[config.mk]
export PLATFORM = sky130hd
export DESIGN_NAME = nwd_sterownik_flat
export DESIGN_NICKNAME = d
export VERILOG_FILES = /design/src/rtl/nwd_sterownik_if.sv /design/src/rtl/nwd_sterownik.sv /design/src/flat_wrapper.sv
export SDC_FILE = /design/constraint.sdc
export NUM_CORES = 1
export LEC_CHECK = 0
export CAP_MARGIN = 20
export CELL_PAD_IN_SITES_DETAIL_PLACEMENT = 0
export CELL_PAD_IN_SITES_GLOBAL_PLACEMENT = 1
export CORE_AREA = 3 3 106 128
export DETAILED_ROUTE_END_ITERATION = 10
export DIE_AREA = 0 0 109 131
export PLACE_DENSITY_LB_ADDON = 0.05
export SLEW_MARGIN = 0
export SYNTH_ARGS = -nofsm -noshare
export SYNTH_HDL_FRONTEND = slang
export SYNTH_SLANG_ARGS = --single-unit
[constraint.sdc]
create_clock -name clk -period 2.4 [get_ports clk]
set_input_delay 0.36 -clock clk [delete_from_list [all_inputs] [get_ports clk]]
set_output_delay 0.36 -clock clk [all_outputs]
set_load 0.005 [all_outputs]
[src/rtl/nwd_sterownik_if.sv]
// Request/response bus of the GCD controller: operand request in, result out.
// The controller sits on the slave side; the requester/consumer uses master.
interface nwd_sterownik_if #(
    parameter int W = 16
);
    logic         in_valid;
    logic         in_ready;
    logic [W-1:0] in_a;
    logic [W-1:0] in_b;
    logic         out_valid;
    logic         out_ready;
    logic [W-1:0] out_wynik;
    logic [15:0]  out_cykle;
    logic         out_timeout;

    modport master (
        output in_valid, in_a, in_b, out_ready,
        input  in_ready, out_valid, out_wynik, out_cykle, out_timeout
    );

    modport slave (
        input  in_valid, in_a, in_b, out_ready,
        output in_ready, out_valid, out_wynik, out_cykle, out_timeout
    );
endinterface

[src/rtl/nwd_sterownik.sv]
// Sequencer for an external GCD core: accepts one operand pair at a time,
// runs the core with a busy-cycle limit and holds the result until consumed.
module nwd_sterownik #(
    parameter int W       = 16,
    parameter int TIMEOUT = 1024
) (
    input  logic         clk,
    input  logic         rst,
    nwd_sterownik_if.slave bus,
    output logic [W-1:0] core_a,
    output logic [W-1:0] core_b,
    output logic         core_en,
    input  logic [W-1:0] core_wynik,
    input  logic         core_ready
);

    typedef enum logic [1:0] {
        IDLE,
        LOAD,
        RUN,
        DONE
    } state_t;

    localparam logic [16:0] LIMIT     = 17'(TIMEOUT);
    localparam logic [15:0] LIMIT_OUT = 16'(TIMEOUT);

    state_t       r_state;
    state_t       w_next;
    logic [W-1:0] r_a;
    logic [W-1:0] r_b;
    logic [W-1:0] r_wynik;
    logic [15:0]  r_cnt;
    logic [15:0]  r_cykle;
    logic         r_timeout;
    logic         w_limit;

    // Widened compare so TIMEOUT=65535 cannot wrap the counter comparison.
    assign w_limit = (({1'b0, r_cnt} + 17'd1) == LIMIT);

    always_ff @(posedge clk or posedge rst) begin
        if (rst) begin
            r_state <= IDLE;
        end else begin
            r_state <= w_next;
        end
    end

    always_comb begin
        w_next = r_state;
        case (r_state)
            IDLE:    if (bus.in_valid) w_next = LOAD;
            LOAD:    w_next = RUN;
            RUN:     if (core_ready || w_limit) w_next = DONE;
            DONE:    if (bus.out_ready) w_next = IDLE;
            default: w_next = IDLE;
        endcase
    end

    // in_ready is gated by rst so it reads 0 while reset is held.
    always_comb begin
        bus.in_ready  = 1'b0;
        bus.out_valid = 1'b0;
        core_en       = 1'b0;
        case (r_state)
            IDLE: bus.in_ready = ~rst;
            LOAD: core_en      = 1'b0;
            RUN:  core_en      = 1'b1;
            DONE: begin
                core_en       = 1'b1;
                bus.out_valid = 1'b1;
            end
            default: ;
        endcase
    end

    always_ff @(posedge clk or posedge rst) begin
        if (rst) begin
            r_a       <= '0;
            r_b       <= '0;
            r_cnt     <= '0;
            r_wynik   <= '0;
            r_cykle   <= '0;
            r_timeout <= 1'b0;
        end else begin
            case (r_state)
                IDLE: begin
                    if (bus.in_valid) begin
                        r_a <= bus.in_a;
                        r_b <= bus.in_b;
                    end
                end
                LOAD: r_cnt <= '0;
                RUN: begin
                    if (!core_ready) begin
                        r_cnt <= r_cnt + 16'd1;
                    end
                    // A core result in the limit cycle still wins over the timeout.
                    if (core_ready) begin
                        r_wynik   <= core_wynik;
                        r_cykle   <= r_cnt;
                        r_timeout <= 1'b0;
                    end else if (w_limit) begin
                        r_wynik   <= '0;
                        r_cykle   <= LIMIT_OUT;
                        r_timeout <= 1'b1;
                    end
                end
                default: ;
            endcase
        end
    end

    assign core_a          = r_a;
    assign core_b          = r_b;
    assign bus.out_wynik   = r_wynik;
    assign bus.out_cykle   = r_cykle;
    assign bus.out_timeout = r_timeout;

endmodule

[src/flat_wrapper.sv]
// flat-port wrapper written by rule: the top's interface ports become plain ports
module nwd_sterownik_flat 
#(
    parameter int W       = 16,
    parameter int TIMEOUT = 1024
)
  (clk, rst, core_a, core_b, core_en, core_wynik, core_ready, bus_in_valid, bus_in_a, bus_in_b, bus_out_ready, bus_in_ready, bus_out_valid, bus_out_wynik, bus_out_cykle, bus_out_timeout);
  nwd_sterownik_if #(.W(W)) bus_i ();
  input  logic clk;
  input  logic rst;
  output logic [W-1:0] core_a;
  output logic [W-1:0] core_b;
  output logic core_en;
  input  logic [W-1:0] core_wynik;
  input  logic core_ready;
  input wire logic [$bits(bus_i.in_valid)-1:0] bus_in_valid;
  input wire logic [$bits(bus_i.in_a)-1:0] bus_in_a;
  input wire logic [$bits(bus_i.in_b)-1:0] bus_in_b;
  input wire logic [$bits(bus_i.out_ready)-1:0] bus_out_ready;
  output wire logic [$bits(bus_i.in_ready)-1:0] bus_in_ready;
  output wire logic [$bits(bus_i.out_valid)-1:0] bus_out_valid;
  output wire logic [$bits(bus_i.out_wynik)-1:0] bus_out_wynik;
  output wire logic [$bits(bus_i.out_cykle)-1:0] bus_out_cykle;
  output wire logic [$bits(bus_i.out_timeout)-1:0] bus_out_timeout;
  assign bus_i.in_valid = bus_in_valid;
  assign bus_i.in_a = bus_in_a;
  assign bus_i.in_b = bus_in_b;
  assign bus_i.out_ready = bus_out_ready;
  assign bus_in_ready = bus_i.in_ready;
  assign bus_out_valid = bus_i.out_valid;
  assign bus_out_wynik = bus_i.out_wynik;
  assign bus_out_cykle = bus_i.out_cykle;
  assign bus_out_timeout = bus_i.out_timeout;
  nwd_sterownik #(.W(W), .TIMEOUT(TIMEOUT)) u_core (.clk(clk), .rst(rst), .bus(bus_i), .core_a(core_a), .core_b(core_b), .core_en(core_en), .core_wynik(core_wynik), .core_ready(core_ready));
endmodule
# After elaboration in Yosys (flattened, before gate mapping)
# Cells that the tools add are included.
# totals
regBits,83
# op_classes
add_sub_neg,2
eq_ne,8
n_mux,15
bitwise_logic,1
n_reduce_logical,9
# op_table
cell,n
$mux 16,5
$pmux 16 s2,1
$add 16x1->17 const B,1
$eq 17x11->1 const B,1
$add 16x1->16 const B,1
$pmux 2 s4,1
$mux 2,3
$ne 2x2->1 const B,3
$reduce_and 2->1,3
$mux 1,5
$eq 2x2->1 const B,2
$reduce_bool 2->1,2
$reduce_and 3->1,1
$eq 2x1->1 const B,1
$logic_not 2->1,1
$ne 2x1->1 const B,1
$reduce_or 2->1,1
$logic_or 1x1->1,1
$not 1->1,1

# Depth between registers and ports, before layout
# logic_depth
ltp_word,5
depth_mapped,9

# Worst setup path after synthesis
# OpenSTA, ideal clock, no wires.
# synth_timing
kind,register -> register
startpoint,reg u_core.r_cnt[0]
endpoint,reg u_core.r_state[1]
setup_time_ns,0.069
t_arrival_ns,2.101
required_ns,2.331
slack_ns,0.230
stages_incl_launch_ff,9
path_buffers,1
path_cell_list,dfrtp_1 > ha_1 > and4_1 > buf_2 > nand4_1 > a211oi_1 > o22ai_1 > or4_1 > nand3_1
# synth_via
elab_chain_len,5
# synth_lines
element,line,source
start: declaration,nwd_sterownik.sv:32,logic [15:0] r_cnt;
start signal: assignment,nwd_sterownik.sv:95,r_cnt <= r_cnt + 16'd1;
$add 16x1->17,nwd_sterownik.sv:38,"assign w_limit = (({1'b0, r_cnt} + 17'd1) == LIMIT);"
$eq 17x11->1,nwd_sterownik.sv:38,
$logic_or 1x1->1,nwd_sterownik.sv:53,RUN: if (core_ready || w_limit) w_next = DONE;
$ne 2x1->1 (no source line),--,
$reduce_and 3->1 (no source line),--,
end signal: assignment,nwd_sterownik.sv:44,r_state <= w_next;
end: declaration,nwd_sterownik.sv:27,state_t r_state;
# Every way passes these cells.
# A chain may end at the register's enable or synchronous reset.

# Worst setup path after layout
# layout_timing
startpoint,reg u_core.r_state[0]
endpoint,out core_en
# layout_via
elab_chain_len,3
elab_cells_between_ends,4
classes_between,eq/ne (2); mux (1); reduce/logical (1)
# layout_lines
element,line,source
$eq 2x2->1,nwd_sterownik.sv:64,case (r_state)
$reduce_or 2->1 (no source line) (*),--,
$mux 1 (*),nwd_sterownik.sv:64,
end: declaration,flat_wrapper.sv:13,output logic core_en;
# Every way passes the cells marked *; elsewhere a longest branch is shown, timed or not.

==> impl_results.md <==
* Seq pwr share at 35.3%
* Die Ht at 131 µm
* Status: finished, final reports clean
* Power per cell area at 1060 nW/µm²
* Mean number of vias per cell at 4.96
* TritonCTS Sinks at 83
* Critical Path End Type: output port
* GRT busiest layer: met2
* CTS tree: built
* Post-synth ARST share at 100%
* Gp weighted congestion at 0.817
* Antenna viol nets, final at 0
* Fillers at 1,173
* Yosys warns at 0
* Final nets at 562
* Worst r2r src: u_core.r_cnt[1]
* Antenna violations before repair at 0
* Psw at 1.92 mW
* Tightest Pin Transition at 535 ps
* Final cell count without fillers at 670
* Sequential share of the synthesized area at 52.3%
* Worst skew pair latency at 330 ps
* Tot GR Track Use at 16.0%
* HP Class: in -> async
* Vias at 3,326
* Slew margin rel. at 64.3%
* Mean Syn Cell Area at 10.6 µm²
* Flops & latches, synth at 83
* Final instance area at 5800 µm²
* Internal cell power at 4.25 mW
* Post-synth EDFFs at 0
* Crit path launch: u_core.r_state[0]
* Detailed Place HPWL at 7.92 mm
* MaxCap Viol Count at 0
* Row Count at 45
* Syn Inst Count at 373
* Final setup viols at 0
* Fin. max-slew vios at 0
* First-pass GRT wire length at 17.8 mm
* M3 GR Usage at 3.34%
* Post-synth net total at 433
* DR iter-0 viols at 204
* Bufs on Longest Clock Path at 2
* Chip width at 109 µm
* Worst vdd ir at 0.478 mV
* Core area at 12,600 µm²
* Dpl cells at 655
* Routed wire length per instance at 16.9 µm
* CTS Hold Bufs at 0
* Combinational share of power at 43.0%
* Starting density of the core at 31.6%
* Grt total ovfl at 0
* Worst Setup Start Kind: flip-flop
* H-tree lvl count at 3
* Ports at 121
* Final hold slack at 462 ps
* Critical Path AT at 1900 ps
* Final min period at 2260 ps
* Hold Fails Final Rpt at 0
* DP Worst Slack at 35.0 ps
* Leakage power at 2.40 nW
* Final cycle utilization of the critical path at 94.1%
* Die area at 14,300 µm²
* CTS root buffer: clkbuf_16
* Port bufs at 120
* Final setup margin at 142 ps
* GR Util met1 at 20.3%
* CP max FO at 7
* Post-Syn Area at 3970 µm²
* WS Path Type: reg -> out
* Layout cells sized above 1 at 16.2%
* Met2 Usage GRT at 26.5%
* Post-Route WL at 11.3 mm
* Setup TNS at 0 ps
* Largest net degree at the start of global routing at 37
* Layout area overhead at 46.1%
* Switching share of power at 31.1%
* Antenna cells at 0
* Total CTS buffers at 9
* Main synth FF type: dfrtp_1
* Clock power share at 21.8%
* Vias in the first global route at 3,263
* FMAX at 0.443 GHz
* Clock transition at path regs at 60 ps
* Worst Clk Skew at 6.98 ps
* Remaining DRCs at 0
* DRT Pass-1 Iters at 4
* WP data required at 2040 ps
* Dpl cell area at 5500 µm²
* Number of library cell types mapped by synthesis at 46
[final cells by class]
cell class / count / area (µm²) / area share, %
Clock inverter: 5 / 55.1 / 0.950
Multi-Input combinational cell: 252 / 1750 / 30.2
Sequential cell: 83 / 2080 / 35.8
Inverter: 10 / 41.3 / 0.712
Clock buffer: 10 / 229 / 3.95
Tap cell: 164 / 205 / 3.54
Timing Repair Buffer: 146 / 1440 / 24.8
[per-layer routing]
metal  share of wire [%]  wire length [µm]
met1                  44              4990
met5                   0                 0
met4                 1.7               187
met2                  48              5380
met3                 6.7               753
[synth_stat cells, types with 2 or more instances]
| library cell | count | area (µm²) |
|---|---|---|
| buf_1 | 3 | 11.3 |
| or3_1 | 2 | 12.5 |
| o31a_1 | 2 | 17.5 |
| nor4_1 | 2 | 12.5 |
| nand2_1 | 15 | 56.3 |
| dfrtp_1 | 83 | 2080 |
| o31ai_1 | 4 | 30.0 |
| and4_1 | 2 | 17.5 |
| a22o_1 | 2 | 17.5 |
| nor3_1 | 3 | 15.0 |
| o21ai_0 | 51 | 255 |
| a211oi_1 | 2 | 15.0 |
| a22oi_1 | 31 | 233 |
| and3_1 | 3 | 18.8 |
| nand3_1 | 9 | 45.0 |
| a31oi_1 | 3 | 18.8 |
| o22ai_1 | 4 | 25.0 |
| buf_2 | 6 | 30.0 |
| a21oi_1 | 10 | 50.1 |
| nand2b_1 | 31 | 194 |
| mux2_2 | 32 | 360 |
| clkbuf_2 | 3 | 15.0 |
| and2_1 | 3 | 18.8 |
| ha_1 | 7 | 87.6 |
| nand4_1 | 7 | 43.8 |
| nor2_1 | 10 | 37.5 |
| inv_1 | 9 | 33.8 |
| clkbuf_1 | 16 | 60.1 |
[cells in the final DEF, fill, tap and decap left out, drive strengths merged, types with 3 or more instances in the layout]
| master | count |
|---|---|
| buf | 26 |
| a22oi | 31 |
| a31oi | 3 |
| nand2b | 31 |
| o21ai | 52 |
| nand2 | 15 |
| clkinvlp | 3 |
| o31ai | 4 |
| clkinv | 3 |
| inv | 8 |
| o22ai | 4 |
| nor3 | 5 |
| nand4 | 8 |
| clkdlybuf4s50 | 120 |
| clkbuf | 10 |
| and2 | 3 |
| nand3 | 9 |
| and3 | 3 |
| ha | 7 |
| nor2 | 11 |
| a21oi | 10 |
| dfrtp | 83 |
| mux2 | 32 |
[power by group through the flow]
stage	Sequential, mW	Clock, mW	Combinational (mW)
global placement	2.19	0	2.66
finish	2.18	1.34	2.65
detailed placement	2.21	0	2.69
CTS	2.18	1.39	2.69
global route	2.24	1.45	2.92
floorplan	2.24	0	1.17
[per-stage QoR]
stage / utilization, % / total power [mW]
2_1_floorplan: - / 3.41
3_3_place_gp: 43.8 / 4.84
3_5_place_dp: 43.8 / 4.89
4_1_cts: 46.0 / 6.26
5_1_grt: 46.2 / 6.60
6_report: 46.2 / 6.17
[sequential cells by signal (all words and copies together), names as in the netlist]
register / flops
u_core.bus.out_timeout: 1
u_core.core_a: 16
u_core.r_state: 2
u_core.core_b: 16
u_core.bus.out_wynik: 16
u_core.bus.out_cykle: 16
u_core.r_cnt: 16
[kinds of logic after synthesis]
logic type | count (synthesis) | synth area share [%]
AO/OA/AOI/OAI | 117 | 18.3
adder cells (fa/ha/maj) | 7 | 2.21
AND/OR/NAND/NOR | 95 | 13.9
XOR/XNOR | 1 | 0.221
buffers and inverters | 38 | 3.88
flip-flops | 83 | 52.3
multiplexers | 32 | 9.08
[worst paths after layout]
kind	to	slack (ps)	cells past startpoint
worst max register to register	u_core.r_state[0]	200	8
worst min register to register	u_core.core_b[13]	500	1
worst max-delay path	core_en	140	5
min in group clk	u_core.core_b[13]	500	1
max in group asynchronous	u_core.r_cnt[3]	1390	3
worst min-delay path	u_core.core_a[7]	460	2
[worst max-delay path: stages (launching register included)]
cell and delay, ps:
dfrtp_1 420, inv_1 150, ha_2 270, clkinv_1 120
nand2_1 70, clkdlybuf4s50_1 530
[timing repair]
item,in CTS,in global routing
buffers inserted,0,0
setup endpoints to repair,0,34
resized for setup,0,7
(Power assumes the default switching activity.)
